===== src/rtl/s3g_pkg.sv =====
// Shared S3G framing constants, FSM encodings and the byte-wide CRC-8 (Maxim) step.
// The receive side imports the same package.
package s3g_pkg;

  localparam logic [7:0] S3G_START    = 8'hD5;
  localparam logic [7:0] S3G_CRC_POLY = 8'h8C;
  localparam int         S3G_MAX_LEN  = 32;

  typedef enum logic [1:0] {ST_IDLE, ST_ISSUE, ST_WAIT} tx_state_t;
  typedef enum logic [1:0] {PH_START, PH_LEN, PH_PAYLOAD, PH_CRC} tx_phase_t;

  // Reflected CRC-8: fold the byte in, then shift out eight bits LSB-first.
  function automatic logic [7:0] crc8_update(input logic [7:0] crc, input logic [7:0] d);
    logic [7:0] c;
    c = crc ^ d;
    for (int i = 0; i < 8; i++) begin
      c = c[0] ? ((c >> 1) ^ S3G_CRC_POLY) : (c >> 1);
    end
    return c;
  endfunction

endpackage


===== src/rtl/s3g_tx_if.sv =====
// Byte handshake between the S3G transmitter and uart_transceiver.
interface s3g_tx_if;
  logic [7:0] tx_data;
  logic       tx_wr;
  logic       tx_done;

  modport master (output tx_data, output tx_wr, input tx_done);
  modport slave  (input tx_data, input tx_wr, output tx_done);
endinterface


===== src/rtl/s3g_crc8.sv =====
// CRC-8 (Maxim) accumulator, one byte per enabled cycle; clr wins over en.
module s3g_crc8
  import s3g_pkg::*;
(
  input  logic       clk,
  input  logic       rst_n,
  input  logic       clr,
  input  logic       en,
  input  logic [7:0] d,
  output logic [7:0] crc
);

  always_ff @(posedge clk or negedge rst_n) begin
    if (!rst_n) begin
      crc <= 8'h00;
    end else if (clr) begin
      crc <= 8'h00;
    end else if (en) begin
      crc <= crc8_update(crc, d);
    end
  end

endmodule


===== src/rtl/s3g_tx.sv =====
// S3G packet transmitter: frames the payload buffer as D5, LEN, PAYLOAD, CRC8 towards the UART.
//   state    | meaning
//   ST_IDLE  | waiting for start; payload buffer writable
//   ST_ISSUE | tx_wr high for one cycle with the byte of the current phase
//   ST_WAIT  | byte held on tx_data until tx_done, then next phase or back to idle
module s3g_tx
  import s3g_pkg::*;
#(
  parameter int MAX_LEN = S3G_MAX_LEN,
  parameter int AW      = 5
) (
  input  logic          clk,
  input  logic          rst_n,
  input  logic          buf_wr,
  input  logic [AW-1:0] buf_addr,
  input  logic [7:0]    buf_data,
  input  logic          start,
  input  logic [7:0]    payload_len,
  s3g_tx_if.master      uart,
  output logic          busy,
  output logic          pkt_done,
  output logic          len_err
);

  localparam logic [7:0] MAX_LEN_B = 8'(MAX_LEN);

  tx_state_t  state_q, state_d;
  tx_phase_t  phase_q, phase_d;
  logic [7:0] idx_q, idx_d;
  logic [7:0] len_q;
  logic [7:0] tx_data_q, tx_data_d;
  logic [7:0] crc;
  logic       crc_clr, crc_en;
  logic       is_idle, accept, reject, last_byte;
  logic [AW-1:0] rd_addr;
  logic [7:0] rd_byte;
  logic [7:0] mem [MAX_LEN];

  assign is_idle   = (state_q == ST_IDLE);
  assign accept    = is_idle && start && (payload_len <= MAX_LEN_B);
  assign reject    = is_idle && start && (payload_len >  MAX_LEN_B);
  assign last_byte = (idx_q == len_q - 8'd1);

  // Buffer is frozen outside IDLE; the read looks one byte ahead for the next ISSUE.
  always_ff @(posedge clk) begin
    if (buf_wr && is_idle) begin
      mem[buf_addr] <= buf_data;
    end
  end

  assign rd_addr = (phase_q == PH_LEN) ? '0 : AW'(idx_q + 8'd1);
  assign rd_byte = mem[rd_addr];

  always_ff @(posedge clk or negedge rst_n) begin
    if (!rst_n) begin
      state_q <= ST_IDLE;
    end else begin
      state_q <= state_d;
    end
  end

  always_ff @(posedge clk or negedge rst_n) begin
    if (!rst_n) begin
      phase_q   <= PH_START;
      idx_q     <= 8'd0;
      len_q     <= 8'd0;
      tx_data_q <= 8'h00;
      pkt_done  <= 1'b0;
      len_err   <= 1'b0;
    end else begin
      phase_q   <= phase_d;
      idx_q     <= idx_d;
      tx_data_q <= tx_data_d;
      if (accept) begin
        len_q <= payload_len;
      end
      pkt_done  <= (state_q == ST_WAIT) && (phase_q == PH_CRC) && uart.tx_done;
      len_err   <= reject;
    end
  end

  always_comb begin
    state_d   = state_q;
    phase_d   = phase_q;
    idx_d     = idx_q;
    tx_data_d = tx_data_q;
    case (state_q)
      ST_IDLE: begin
        if (accept) begin
          state_d   = ST_ISSUE;
          phase_d   = PH_START;
          idx_d     = 8'd0;
          tx_data_d = S3G_START;
        end
      end
      ST_ISSUE: state_d = ST_WAIT;
      ST_WAIT: begin
        if (uart.tx_done) begin
          state_d = ST_ISSUE;
          case (phase_q)
            PH_START: begin
              phase_d   = PH_LEN;
              tx_data_d = len_q;
            end
            PH_LEN: begin
              if (len_q == 8'd0) begin
                phase_d   = PH_CRC;
                tx_data_d = crc;
              end else begin
                phase_d   = PH_PAYLOAD;
                idx_d     = 8'd0;
                tx_data_d = rd_byte;
              end
            end
            PH_PAYLOAD: begin
              if (last_byte) begin
                phase_d   = PH_CRC;
                tx_data_d = crc;
              end else begin
                idx_d     = idx_q + 8'd1;
                tx_data_d = rd_byte;
              end
            end
            default: state_d = ST_IDLE;
          endcase
        end
      end
      default: state_d = ST_IDLE;
    endcase
  end

  always_comb begin
    uart.tx_wr   = (state_q == ST_ISSUE);
    uart.tx_data = tx_data_q;
    busy         = !is_idle;
    crc_clr      = accept;
    crc_en       = (state_q == ST_ISSUE) && (phase_q == PH_PAYLOAD);
  end

  s3g_crc8 u_crc (
    .clk   (clk),
    .rst_n (rst_n),
    .clr   (crc_clr),
    .en    (crc_en),
    .d     (tx_data_q),
    .crc   (crc)
  );

endmodule


===== src/flat_wrapper.sv =====
// flat-port wrapper written by rule: the top's interface ports become plain ports
module s3g_tx_flat import s3g_pkg::*;
#(
  parameter int MAX_LEN = S3G_MAX_LEN,
  parameter int AW      = 5
)
  (clk, rst_n, buf_wr, buf_addr, buf_data, start, payload_len, busy, pkt_done, len_err, uart_tx_data, uart_tx_wr, uart_tx_done);
  s3g_tx_if uart_i ();
  input  logic clk;
  input  logic rst_n;
  input  logic buf_wr;
  input  logic [AW-1:0] buf_addr;
  input  logic [7:0] buf_data;
  input  logic start;
  input  logic [7:0] payload_len;
  output logic busy;
  output logic pkt_done;
  output logic len_err;
  output wire logic [$bits(uart_i.tx_data)-1:0] uart_tx_data;
  output wire logic [$bits(uart_i.tx_wr)-1:0] uart_tx_wr;
  input wire logic [$bits(uart_i.tx_done)-1:0] uart_tx_done;
  assign uart_tx_data = uart_i.tx_data;
  assign uart_tx_wr = uart_i.tx_wr;
  assign uart_i.tx_done = uart_tx_done;
  s3g_tx #(.MAX_LEN(MAX_LEN), .AW(AW)) u_core (.clk(clk), .rst_n(rst_n), .buf_wr(buf_wr), .buf_addr(buf_addr), .buf_data(buf_data), .start(start), .payload_len(payload_len), .uart(uart_i), .busy(busy), .pkt_done(pkt_done), .len_err(len_err));
endmodule

===== config.mk =====
export PLATFORM = sky130hd
export DESIGN_NAME = s3g_tx_flat
export DESIGN_NICKNAME = d
export VERILOG_FILES = /design/src/rtl/s3g_pkg.sv /design/src/rtl/s3g_tx_if.sv /design/src/rtl/s3g_crc8.sv /design/src/rtl/s3g_tx.sv /design/src/flat_wrapper.sv
export SDC_FILE = /design/constraint.sdc
export NUM_CORES = 1
export LEC_CHECK = 0
export CORE_MARGIN = 2
export CORE_UTILIZATION = 61
export DETAILED_ROUTE_END_ITERATION = 12
export PLACE_DENSITY = 0.81
export SYNTH_ARGS = -nofsm -noshare
export SYNTH_HDL_FRONTEND = slang
export SYNTH_HIERARCHICAL = 1
export SYNTH_SLANG_ARGS = --single-unit

===== constraint.sdc =====
create_clock -name clk -period 2.9 [get_ports clk]
set_input_delay 0.87 -clock clk [delete_from_list [all_inputs] [get_ports clk]]
set_output_delay 0.87 -clock clk [all_outputs]
set_load 0.01 [all_outputs]

; ---- Yosys cells after proc, flatten, opt, wreduce, memory -nomap -nowiden
; Memory sizes are Yosys's and may differ from the RTL's.
; Cells that the tools add are included.
[classes]
mux = 35
n_lt_le_gt_ge = 2
n_reduce_logical = 18
n_addsub = 2
n_eq_ne = 13
bitwise_logic = 9
[op_table]
columns = operator, n
row1 = $mux 8, 18
row2 = $pmux 8 s2, 3
row3 = $not 2->3, 8
row4 = $pmux 8 s3, 1
row5 = $pmux 2 s3, 2
row6 = $mux 2, 5
row7 = $add 8x1->8 const B, 1
row8 = $eq 8x8->1, 1
row9 = $gt 8x6->1 const B, 1
row10 = $le 8x6->1 const B, 1
row11 = $logic_not 8->1, 1
row12 = $sub 8x1->8 const B, 1
row13 = $xor 8x8->8, 1
row14 = $logic_and 1x1->1, 7
row15 = $eq 2x2->1 const B, 3
row16 = $ne 3x2->1 const B, 2
row17 = $ne 3x3->1 const B, 2
row18 = $reduce_and 6->1, 1
row19 = $mux 5, 1
row20 = $reduce_and 5->1, 1
row21 = $eq 2x1->1 const B, 2
row22 = $logic_not 2->1, 2
row23 = $mux 1, 4
row24 = $ne 2x2->1 const B, 2
row25 = 7 further kinds, 8
[word_totals]
output_inout_bits = 12
ram_bits = 256
ff_bits = 38
word_cells = 88
n_memories = 1
[memory_table]
columns = memory, words, width, rd, rd_ports_with_merged_regs, write_ports, line_no
row1 = u_core.mem, 32, 8, 1, 0, 1, s3g_tx.sv:37  ; logic [7:0] mem [MAX_LEN];

; ---- Depth between registers and ports, before layout
; Gate-level depths: netlist (run 1).
[logic_depth]
word_depth = 19
ltp_mapped = 11

; ---- Modules after synthesis
; Netlist (run 1), hierarchy kept.
[modules_own_cells]
columns = mod, cells_each, instances, seq_area_each_um2, area_per_inst_um2
row1 = s3g_tx, 813, 1, 8438.1, 12401.9
row2 = s3g_crc8, 50, 1, 200.2, 545.5

; ---- Worst setup path after synthesis (run 1)
; Ideal clock, no wire load.
[synth_timing]
path_type = input-to-reg
from = input payload_len[1]
to = register u_core.u_crc.crc[2]
path_stages = 8
arrival_time_ns = 2.661
required_ns = 2.780
slack_ns = 0.119
path_cell_list = or4_1 > o21ai_0 > nand4_1 > clkinv_1 > buf_1 > or2b_1 > a21oi_1 > a31o_1
[synth_between]
elab_chain_len = 3
word_cells_on_any_way = 4
[synth_rtl]
columns = item, line_no
row1 = from (decl), flat_wrapper.sv:15  ; input logic [7:0] payload_len;
row2 = $le 8x6->1 *, s3g_tx.sv:40  ; assign accept = is_idle && start && (payload_len <= MAX_LEN_B);
row3 = $logic_and 1x1->1 *, s3g_tx.sv:40
row4 = named net u_core.accept, s3g_tx.sv:34  ; logic is_idle, accept, reject, last_byte;
row5 = $mux 8 / $reduce_bool 2->1 (equally long branches), -
row6 = to (signal assigned), s3g_crc8.sv:19  ; crc <= crc8_update(crc, d);
row7 = to (decl), s3g_crc8.sv:10  ; output logic [7:0] crc
; Mark *: on every way through the listed nets, which the timed path passes. The rest lies on a longest branch.
; A chain may end at the register's enable or synchronous reset.

; ---- Final worst setup path (run 1)
[layout_timing]
from = register u_core.idx_q[0]
to = register u_core.tx_data_q[6] (netlist: u_core/uart.tx_data[6])
[layout_between]
elab_chain_len = 7
word_cells_on_any_way = 9
[layout_rtl]
columns = item, line_no
row1 = from (decl), s3g_tx.sv:29  ; logic [7:0] idx_q, idx_d;
row2 = from (signal assigned), s3g_tx.sv:72  ; idx_q <= idx_d;
row3 = $add 8x1->8, s3g_tx.sv:51  ; assign rd_addr = (phase_q == PH_LEN) ? '0 : AW'(idx_q + 8'd1);
row4 = $mux 5, s3g_tx.sv:51
row5 = $mem_v2 32x8, -
row6 = "$mux 8, on equally long branches", "s3g_tx.sv:116, s3g_tx.sv:106"
row7 = $pmux 8 s3 *, s3g_tx.sv:100  ; case (phase_q)
row8 = $mux 8 *, s3g_tx.sv:98  ; if (uart.tx_done) begin
row9 = $pmux 8 s2 *, s3g_tx.sv:87  ; case (state_q)
row10 = to (signal assigned), s3g_tx.sv:73  ; tx_data_q <= tx_data_d;
row11 = to (decl), s3g_tx.sv:31  ; logic [7:0] tx_data_q, tx_data_d;
; Mark *: on every way between the ends. The rest lies on a longest branch, timed or not. The select of a mux whose other input is x is not followed.

==> results.rst, run 1 <==
.. list-table::
   :header-rows: 1

   * - Metric
     - Value
   * - Slack of the worst reg-to-reg path
     - -0.006 ns
   * - Pin count of the biggest net entering global routing
     - 39
   * - Floorplan row count
     - 53
   * - Post-synth EDFFs
     - between 200 and 300
   * - Final std cells w/o fill
     - 1299
   * - Sequential fraction of the synthesis area
     - 0.667
   * - CP peak stage delay
     - roughly 0.4 ns
   * - Most common cell on crit path
     - buf_4
   * - Final worst clock skew
     - 0.0162 ns
   * - Initial antenna violation count
     - 0
   * - Fillers
     - 1281
   * - Multiplexer area fraction after synthesis
     - 0.0912
   * - Fin crit share
     - 1.00
   * - Clock Power Share
     - 0.329
   * - Slowest cell on the critical path
     - dfrtp_2
   * - Wire length of the first global-routing pass
     - 49000 µm
   * - Placed cell areas
     - ~14000 µm²
   * - Synth Area in Adders
     - 0.00676
   * - Chip width
     - between 100 and 150 µm
   * - CP Launch Type
     - flip-flop
   * - Time the final worst path needs with I/O delays and setup
     - between 2 and 3 ns
   * - Maximum buffer depth of the clock tree
     - 3
   * - Number of nets in the final layout
     - 1034
   * - Vertical die dimension
     - 150 µm
   * - Type of the worst setup path
     - reg2reg
   * - Failing checks
     - negative setup slack
   * - Combined area of all synthesized cells
     - 12900 µm²
   * - Total CTS buffers
     - 29
   * - Logic gate share of total power
     - 0.269
   * - Initial detailed-routing violation count
     - 949
   * - Reg-to-reg critical path startpoint
     - u_core/idx_q[0]
   * - Vias in the first global route
     - 8369
   * - Cells after DPL
     - ~1200
   * - Vias after detailed routing
     - ~8500
   * - Maximum VDD drop
     - roughly 0.0007 V
   * - Root buffer cell
     - clkbuf_16
   * - Area fraction in compound gates after synthesis
     - 0.0967
   * - Skew-Pair Late Insertion Delay
     - 0.56 ns
   * - Number of levels the H-tree was split into
     - 1
   * - Type of the worst min-delay path
     - in2async
   * - Number of distinct library cell variants in the gate-level netlist after synthesis
     - between 80 and 90
   * - Simple-gate portion of the synthesized area
     - 0.0831
   * - Commonest non-fill, non-tap cell in the layout
     - edfxtp_1
   * - Net Count, Synth
     - roughly 900
   * - I/O Buffers
     - 37
   * - Max-cap violations
     - 0
   * - Highest attainable clock frequency
     - 0.344 GHz
   * - Utilization after layout
     - 0.734
   * - Status
     - finished with violations
   * - Delay-heaviest family, CP
     - compound AO/OA/AOI/OAI gates
   * - Post-layout instance area
     - 15400 µm²
   * - Post-synthesis sequential element count
     - 294
   * - Endpoint of the most critical register-to-register path
     - u_core/uart.tx_data[6]
   * - Worst EP required
     - 3.34 ns
   * - Number of nets still failing antenna checks after routing
     - 0
   * - CTS sink cnt
     - 294
   * - Post-synthesis xor/xnor area fraction
     - 0.0303
   * - Initial Util
     - 0.618
   * - Final WL
     - between 30000 and 40000 µm
   * - Post-detailed-route DRC marker count
     - 0
   * - Setup TNS after final layout
     - -0.00571 ns
   * - Net switching power of the design
     - roughly 3.6 mW
   * - Most used flip-flop cell after synthesis
     - edfxtp_1
   * - Number of optimization iterations in the first detailed-route pass
     - 6
   * - Yosys synthesis warning count
     - 6
   * - Worst path arrival time
     - 3.34 ns
   * - Clock slew seen by the registers of the worst setup and hold paths
     - 0.06 ns
   * - Pwr Density
     - 816 nW/µm²
   * - Top library cells by usage in the layout, fill and taps aside
     - 256 x edfxtp_1, 110 x buf_4, 65 x nor2_1, 50 x nand2_1, 37 x dfrtp_1
   * - Post-DP HPWL
     - 20700 µm
   * - Worst setup margin
     - -0.00571 ns
   * - Register share of total power
     - 0.402
   * - Total gr overflow
     - 0
   * - Clock tree from TritonCTS
     - yes
   * - Core Box Area
     - 21000 µm²
   * - Area of the die
     - 22400 µm²
   * - Main combinational cell family by area after synthesis
     - compound AO/OA/AOI/OAI gates
   * - Total of endpoints with negative setup slack in the final report
     - 1
   * - Max Slew Vio Count
     - 0
   * - Worst-Margin Slew
     - 0.865 ns
   * - Number of hold buffers added after CTS
     - 0
   * - Count of endpoints failing hold in the final timing report
     - 0
   * - Worst Path Buf+Inv
     - 2
   * - Worst reg-to-reg path cell count
     - 10
   * - Async SR Flop Fraction
     - 0.129
   * - Cell leakage power
     - 5.38 nW
   * - Syn Area/Cell
     - roughly 15 µm²
   * - Syn-to-layout area delta
     - 18.8%
   * - Largest fanout of any net on the critical path
     - 8
   * - Net switching fraction of the power
     - 0.290
   * - Setup repair after global routing missed its margin
     - no
   * - Ordered list of cells on the worst path
     - ha_1 > buf_4 > xor2_2 > buf_4 > o21ai_0 > a32o_1 > o221ai_1 > o311ai_0 > and4b_1 > o22ai_1
   * - Total routing usage reported by global routing
     - 0.292
   * - Ports placed on the boundary
     - 38
   * - Kind of end point of the critical path
     - flip-flop
   * - Share of cells above drive strength 1
     - 0.237
   * - Antenna cells
     - 0
   * - Average wire per standard cell
     - 24.5 µm
   * - Global placement routability congestion
     - around 0.96
   * - Post-synthesis instance total
     - 863
   * - Via-to-Cell Ratio
     - 6.52
   * - Worst relative slew slack
     - 0.424
   * - Internal
     - between 8 and 9 mW
==> state kept, by name, indices dropped and copies added, names as in the netlist <==
register             count
u_core/len_q             8
u_core/uart.tx_data      8
u_core/pkt_done          1
u_core/idx_q             8
u_core/u_crc/crc         8
u_core/phase_q           2
u_core/mem             256
u_core/len_err           1
u_core/state_q           2
==> worst max-delay path by stage <==
| stage | start | endpoint | slack, ns | cells past startpoint |
|---|---|---|---|---|
| finish | u_core/idx_q[0] | u_core/uart.tx_data[6] | -0.006 | 10 |
| global placement | payload_len[1] | u_core/phase_q[0] | -0.21 | 8 |
| global route | u_core/idx_q[0] | u_core/uart.tx_data[5] | 0.003 | 11 |
| floorplan | payload_len[1] | u_core/u_crc/crc[2] | 0.12 | 8 |
| detailed placement | payload_len[1] | u_core/phase_q[0] | -0.26 | 8 |
| CTS | u_core/idx_q[0] | u_core/uart.tx_data[5] | 0.03 | 10 |
==> worst reg2reg max path, stage by stage (launching register included) <==
cell	delay [ns]
dfrtp_2	0.41
ha_1	0.24
buf_4	0.17
xor2_2	0.29
buf_4	0.24
o21ai_0	0.12
a32o_1	0.26
o221ai_1	0.29
o311ai_0	0.29
and4b_1	0.38
o22ai_1	0.09
==> metal layers <==
| layer | wire length, µm | track usage | share of wire | vias up |
|---|---|---|---|---|
| li1 | - | - | - | 3670 |
| met1 | 11800 | 0.395 | 0.37 | 4183 |
| met2 | 15600 | 0.482 | 0.49 | 524 |
| met3 | 3280 | 0.0579 | 0.10 | 87 |
| met4 | 1030 | 0.0986 | 0.032 | 0 |
| met5 | 0 | 0 | 0 | - |
==> stage by stage <==
stage	power [mW]	hold slack, ns	setup WS [ns]
after floorplan	7.26	0.483	0.119
after global placement	8.30	0.519	-0.212
after detailed placement	8.36	0.527	-0.256
after CTS	12.5	0.448	0.0274
after global routing	13.0	0.498	0.00284
final	12.6	0.424	-0.00571
==> cells in the mapped netlist, drive strengths merged (3+ instances only) <==
cell / number / area, µm²
nor2b: 7 / 43.8
a211oi: 21 / 158
buf: 21 / 133
edfxtp: 256 / 7690
o211ai: 6 / 45.0
a31oi: 13 / 81.3
inv: 13 / 48.8
nor2: 67 / 254
o41ai: 4 / 65.1
and3: 9 / 58.8
o32ai: 5 / 43.8
o22ai: 12 / 75.1
nor3: 17 / 85.1
a311oi: 5 / 43.8
a22o: 4 / 35.0
dfrtp: 38 / 951
xor2: 8 / 85.1
mux2i: 28 / 280
and2: 4 / 27.5
xnor2: 29 / 284
or2: 3 / 18.8
nand3: 16 / 92.6
o21ai: 27 / 139
a32oi: 4 / 35.0
nand2: 52 / 200
mux4: 34 / 766
a221oi: 10 / 87.6
a211o: 3 / 28.8
or3: 6 / 37.5
ha: 7 / 87.6
nand2b: 5 / 31.3
clkbuf: 25 / 134
nand3b: 8 / 60.1
nand4: 6 / 37.5
a2111oi: 3 / 26.3
nor3b: 3 / 22.5
a22oi: 5 / 37.5
mux2: 12 / 135
a21oi: 32 / 160
==> power by group through the flow <==
stage | Combinational (mW) | Clock (mW) | Sequential (mW)
floorplan | 2.20 | 0 | 5.06
global placement | 3.17 | 0 | 5.12
detailed placement | 3.23 | 0 | 5.13
CTS | 3.27 | 4.16 | 5.04
global route | 3.63 | 4.32 | 5.07
finish | 3.38 | 4.13 | 5.05
==> logic make-up after synthesis <==
family,count (synthesis)
simple gates,214
buf+inv,60
xor+xnor,38
flops,294
compound gates,176
mux,74
fa+ha+maj,7
==> layout make-up <==
type	count	area (µm²)	area share
Sequential cell	294	8640	0.562
Multi-Input combinational cell	510	4030	0.262
Timing Repair Buffer	152	1260	0.0822
Clock buffer	35	748	0.0486
Tap cell	275	344	0.0224
Clock inverter	19	304	0.0198
Inverter	14	52.6	0.00342
==> repair_timing <==
action,CTS,global route
gates resized for setup,2,7
setup buffers,0,7
gates cloned,0,1
pin swaps,0,1
endpoints found under the setup margin,7,5
Note: power is estimated with default switching activity, not from simulation.
==> run 2: changes to the inputs <==
- ABC_AREA: unset -> 1
- CORE_UTILIZATION: 61 -> 62
- PLACE_DENSITY: 0.81 -> 0.82
- SKIP_CTS_REPAIR_TIMING: unset -> 1
==> results.rst, run 2 <==
.. list-table::
   :header-rows: 1

   * - Metric
     - Value
   * - Status
     - complete, no violations
   * - Async SR Flop Fraction
     - 0.129
   * - Most used standard cells in the synthesized netlist
     - 445 x nand2_1, 276 x nand3_1, 256 x edfxtp_1
   * - Post-route worst hold slack
     - 0.424 ns
   * - Ordered list of cells on the worst path
     - nor2_1 > inv_1 > clkdlybuf4s50_1
   * - Worst relative slew slack
     - 0.420
   * - CP Launch Type
     - flip-flop
   * - Fin crit share
     - 0.935
   * - Area share of the largest cell type after synthesis
     - 0.578
   * - Main combinational cell family by area after synthesis
     - simple AND/OR/NAND/NOR gates
   * - Type of the worst min-delay path
     - in2async
   * - Initial Util
     - 0.632
   * - Multiplexer area fraction after synthesis
     - 0
   * - Setup repair after global routing missed its margin
     - no
   * - Post-detailed-route DRC marker count
     - 0
   * - I/O Buffers
     - 37
   * - Via-to-Cell Ratio
     - 5.93
   * - Yosys synthesis warning count
     - 6
   * - Clock slew seen by the registers of the worst setup and hold paths
     - roughly 0.06 ns
   * - Largest register by flop count
     - u_core/mem
   * - Number of nets still failing antenna checks after routing
     - 0
   * - Commonest non-fill, non-tap cell in the layout
     - nand2_1
   * - Fillers
     - 1413
   * - Largest fanout of any net on the critical path
     - 7
   * - Global placement routability congestion
     - 0.863
   * - Utilization after layout
     - 0.722
   * - Reg-to-reg critical path startpoint
     - u_core/idx_q[0]
   * - Net Count, Synth
     - 1352
   * - Total gr overflow
     - 0
   * - Most used flip-flop cell after synthesis
     - edfxtp_1
   * - Antenna cells
     - 0
   * - Simple-gate portion of the synthesized area
     - 0.277
   * - Combined area of all synthesized cells
     - 13300 µm²
   * - Number of levels the H-tree was split into
     - 1
   * - Top library cells by usage in the layout, fill and taps aside
     - 445 x nand2_1, 276 x nand3_1, 256 x edfxtp_1, 79 x nor2_1, 68 x inv_1
   * - Max FFs per register
     - 256
   * - Total routing usage reported by global routing
     - 0.288
   * - Type of the worst setup path
     - reg2out
   * - CTS sink cnt
     - 294
   * - Count of endpoints failing hold in the final timing report
     - 0
   * - Post-synthesis sequential element count
     - 294
   * - Sequential fraction of the synthesis area
     - 0.650
   * - Root buffer cell
     - clkbuf_16
   * - Floorplan row count
     - 53
   * - Final worst clock skew
     - around 0.0093 ns
   * - Maximum VDD drop
     - around 0.00052 V
   * - Cell type with the highest aggregate area in the netlist
     - edfxtp_1
   * - Pin count of the biggest net entering global routing
     - 71
   * - Max Slew Vio Count
     - 0
   * - Post-synthesis instance total
     - 1319
   * - Vias in the first global route
     - 9697
   * - Total of endpoints with negative setup slack in the final report
     - 0
   * - Initial detailed-routing violation count
     - 1114
   * - Number of distinct library cell variants in the gate-level netlist after synthesis
     - 36
   * - Final std cells w/o fill
     - approximately 1700
   * - Skew-Pair Late Insertion Delay
     - around 0.56 ns
   * - Area fraction in compound gates after synthesis
     - 0.0138
   * - Total CTS buffers
     - 29
   * - Worst-Margin Slew
     - 0.869 ns
   * - Syn Area/Cell
     - 10.1 µm²
   * - Core Box Area
     - 21000 µm²
   * - Area of the die
     - 22600 µm²
   * - Initial antenna violation count
     - 0
   * - Wire length of the first global-routing pass
     - 50200 µm
   * - Post-DP HPWL
     - roughly 20000 µm
   * - Cell leakage power
     - approximately 6.1 nW
   * - Syn-to-layout area delta
     - 14.2%
   * - Post-synthesis xor/xnor area fraction
     - 0.00885
   * - Worst EP required
     - 2.03 ns
   * - Leading cell type by number of instances after synthesis
     - nand2_1
   * - Time the final worst path needs with I/O delays and setup
     - between 2 and 3 ns
   * - Vias after detailed routing
     - 10074
   * - Slowest cell on the critical path
     - dfrtp_1
   * - Highest attainable clock frequency
     - about 0.37 GHz
   * - Share of cells above drive strength 1
     - 0.109
   * - CP peak stage delay
     - 0.48 ns
   * - Ports placed on the boundary
     - 38
   * - Cells after DPL
     - approximately 1600
   * - Final WL
     - ~32000 µm
   * - Kind of end point of the critical path
     - output port
   * - Synth Area in Adders
     - 0.00659
   * - Max-cap violations
     - 0
   * - Start point of the critical path
     - u_core/state_q[1]
   * - Average wire per standard cell
     - 18.9 µm
   * - Area contributors post-synth
     - edfxtp_1 58%, nand2_1 13%, nand3_1 10%, dfrtp_1 7.2%, nor2_1 2.3%
   * - Worst path arrival time
     - 1.84 ns
   * - Maximum buffer depth of the clock tree
     - 3
   * - Vertical die dimension
     - 150 µm
   * - Number of nets in the final layout
     - 1435
   * - Post-synth EDFFs
     - between 200 and 300
   * - Pwr Density
     - 815 nW/µm²
   * - Clock tree from TritonCTS
     - yes
   * - Number of optimization iterations in the first detailed-route pass
     - 5
   * - Setup TNS after final layout
     - 0 ns
   * - Chip width
     - 150 µm
run 2: routing by layer:
layer,up-vias,GRT usage,wire length [µm],share of wire
met5,-,0,0,0
met4,0,0.118,1290,0.040
met3,107,0.0427,3190,0.099
met2,595,0.477,15400,0.48
met1,4749,0.386,12300,0.38
li1,4623,-,-,-
run 2: cells by family after synthesis:
family,after synthesis
AND/OR/NAND/NOR,843
flip-flops,294
buffers and inverters,134
AO/OA/AOI/OAI,30
XOR/XNOR,11
adder cells (fa/ha/maj),7
run 2: per-stage QoR:
stage	worst slack (ns)	area, µm²	power [mW]
2_1_floorplan	0.705	13300	7.72
3_3_place_gp	0.230	14300	8.64
5_1_grt	0.0369	15200	13.0
4_1_cts	0.186	15200	12.3
6_report	0.189	15200	12.4
3_5_place_dp	0.0991	14300	8.76
run 2: critical path: cells and delay by family (launching register included):
kind	cells	cell delay, ns
buffers and inverters	2	0.56
flip-flops	1	0.48
AND/OR/NAND/NOR	1	0.23
run 2: where the power goes:
group | internal, mW | switching [mW]
Combinational | 1.24 | 2.51
Clock | 2.03 | 1.57
Sequential | 4.81 | 0.228
run 2: path summary, 6_finish.rpt:
check	endpoint	slack, ns	cells past startpoint
worst max-delay path	busy	0.19	3
max in group asynchronous	u_core/idx_q[3]	1.93	1
worst max register to register	u_core/uart.tx_data[1]	0.21	13
worst min register to register	u_core/idx_q[5]	0.54	2
worst min-delay path	u_core/u_crc/crc[6]	0.42	1
min in group clk	u_core/idx_q[5]	0.54	2
run 2: area by class of cell:
type	count	area [µm²]	area share
clock buffers	40	767	0.0505
clock inverters	12	120	0.00791
inverters	80	302	0.0199
multi-input cells	891	4070	0.268
flip-flops and latches	294	8640	0.569
well taps	275	344	0.0227
repair buffers	106	933	0.0615
==> run 3: changes to the inputs <==
- HOLD_SLACK_MARGIN: unset -> 0.15
- RECOVER_POWER: unset -> 25
- TNS_END_PERCENT: unset -> 100
==> results.rst, run 3 (same netlist as run 2, synthesis figures left out) <==
.. list-table::
   :header-rows: 1

   * - Metric
     - Value
   * - Status
     - finished with violations
   * - Failing checks
     - max-capacitance violations, max-slew violations
   * - Chip width
     - 150 µm
   * - Core Box Area
     - roughly 21000 µm²
   * - CP peak stage delay
     - 0.49 ns
   * - Multi-input combinational cell area
     - between 4000 and 5000 µm²
   * - Setup repair after global routing missed its margin
     - no
   * - Reg-to-reg critical path startpoint
     - u_core/idx_q[0]
   * - Vertical die dimension
     - approximately 150 µm
   * - Highest attainable clock frequency
     - 0.369 GHz
   * - Clock slew seen by the registers of the worst setup and hold paths
     - ~0.060 ns
   * - Global placement routability congestion
     - approximately 0.86
   * - Largest fanout of any net on the critical path
     - 7
   * - Kind of end point of the critical path
     - output port
   * - Number of levels the H-tree was split into
     - 1
   * - Total of endpoints with negative setup slack in the final report
     - 0
   * - I/O Buffers
     - 37
   * - Slack of the worst reg-to-reg path
     - between 0.2 and 0.25 ns
   * - Antenna cells
     - 0
   * - CTS sink cnt
     - between 200 and 300
   * - Syn-to-layout area delta
     - 14.1%
   * - Worst EP required
     - 2.03 ns
   * - Post-detailed-route DRC marker count
     - 0
   * - Utilization after layout
     - 0.721
   * - Pin count of the biggest net entering global routing
     - 71
   * - CP Launch Type
     - flip-flop
   * - Final WL
     - about 32000 µm
   * - Wire length of the first global-routing pass
     - between 50000 and 60000 µm
   * - Initial antenna violation count
     - 0
   * - Capture point of the critical path
     - busy
   * - Ports placed on the boundary
     - 38
   * - Number of nets still failing antenna checks after routing
     - 0
   * - Worst-Margin Slew
     - 2.08 ns
   * - Setup TNS after final layout
     - 0 ns
   * - Top library cells by usage in the layout, fill and taps aside
     - 445 x nand2_1, 276 x nand3_1, 256 x edfxtp_1, 80 x nor2_1, 68 x inv_1
   * - Total CTS buffers
     - 29
   * - Max Slew Vio Count
     - 105
   * - Largest register by flop count
     - u_core/mem
   * - Total length of routed met3 wires
     - 3090 µm
   * - Maximum buffer depth of the clock tree
     - 3
   * - Maximum VDD drop
     - 0.000518 V
   * - Pwr Density
     - 816 nW/µm²
   * - Worst reg-to-reg path cell count
     - 13
   * - Final std cells w/o fill
     - 1698
   * - FF+latch area
     - 8640 µm²
   * - Final worst clock skew
     - just over 0.008 ns
   * - Vias in the first global route
     - about 9700
   * - Post-DP HPWL
     - 20000 µm
   * - Share of cells above drive strength 1
     - 0.105
   * - Detail Route met2 WL
     - about 15000 µm
   * - Number of cells on the worst hold path
     - 2
   * - Vias after detailed routing
     - 10023
   * - Number of optimization iterations in the first detailed-route pass
     - 8
   * - Max FFs per register
     - around 260
   * - Endpoint of the most critical register-to-register path
     - u_core/uart.tx_data[1]
   * - Worst relative slew slack
     - -0.390
   * - Max-cap violations
     - 3
   * - Cell leakage power
     - 6.05 nW
   * - Total routing usage reported by global routing
     - 0.288
   * - Worst path arrival time
     - 1.84 ns
   * - Average wire per standard cell
     - 18.9 µm
   * - Start point of the critical path
     - u_core/state_q[1]
   * - Fillers
     - 1414
   * - Clock tree from TritonCTS
     - yes
   * - Initial detailed-routing violation count
     - 1058
   * - Initial Util
     - 0.632
   * - Fin crit share
     - 0.935
   * - Slowest cell on the critical path
     - clkdlybuf4s50_1
   * - Cells after DPL
     - 1644
   * - Skew-Pair Late Insertion Delay
     - 0.57 ns
   * - Time the final worst path needs with I/O delays and setup
     - 2.71 ns
   * - Met1 wire length
     - 12300 µm
   * - Highest Signal Layer
     - met4
   * - Floorplan row count
     - 53
   * - Count of endpoints failing hold in the final timing report
     - 0
   * - Ordered list of cells on the worst path
     - nor2_1 > inv_1 > clkdlybuf4s50_1
   * - Number of nets in the final layout
     - 1435
   * - Type of the worst setup path
     - reg2out
   * - Via-to-Cell Ratio
     - a little under 6
   * - Type of the worst min-delay path
     - reg2reg
   * - Commonest non-fill, non-tap cell in the layout
     - nand2_1
   * - Root buffer cell
     - clkbuf_16
   * - Total gr overflow
     - 0
   * - Area of the die
     - 22600 µm²
   * - Post-route worst hold slack
     - around 0.54 ns
run 3: routing by layer:
layer	up-vias	global-route usage
li1	4627	-
met1	4739	0.386
met2	551	0.477
met3	106	0.0427
met4	0	0.118
met5	-	0
run 3: metrics by stage:
stage               worst slack (ns)  power (mW)  instance area, µm²
floorplan                      0.705        7.72               13300
global placement               0.230        8.64               14300
detailed placement            0.0991        8.76               14300
finish                         0.189        12.4               15200
global route                  0.0369        13.0               15200
CTS                            0.186        12.3               15200
run 3: worst min-delay path by stage:
stage | startpoint | to | slack, ns
after CTS | rst_n | u_core/len_q[2] | 0.44
after detailed placement | u_core/idx_q[5] | u_core/idx_q[5] | 0.52
after global placement | u_core/idx_q[5] | u_core/idx_q[5] | 0.52
after floorplan | u_core/len_q[0] | u_core/len_q[0] | 0.47
final | u_core/idx_q[5] | u_core/idx_q[5] | 0.54
after global routing | u_core/idx_q[5] | u_core/idx_q[5] | 0.58
run 3: report_power, final:
| group | switching (mW) | total (mW) | internal [mW] |
|---|---|---|---|
| registers | 0.228 | 5.04 | 4.81 |
| logic | 2.51 | 3.74 | 1.23 |
| clock network | 1.57 | 3.60 | 2.03 |
| total | 4.31 | 12.4 | 8.07 |
run 3: layout make-up:
type | count | area share
clock inverter | 12 | 0.00792
inverter | 80 | 0.0199
timing repair buffer | 106 | 0.0605
tap | 275 | 0.0227
clock buffer | 40 | 0.0506
sequential | 294 | 0.570
multi-input combinational | 891 | 0.269
run 3: worst max-delay path, delay by kind of cell, from the launching register on:
family                 cells  cell delay, ns
flip-flops                 1            0.48
AND/OR/NAND/NOR            1            0.23
buffers and inverters      2            0.58
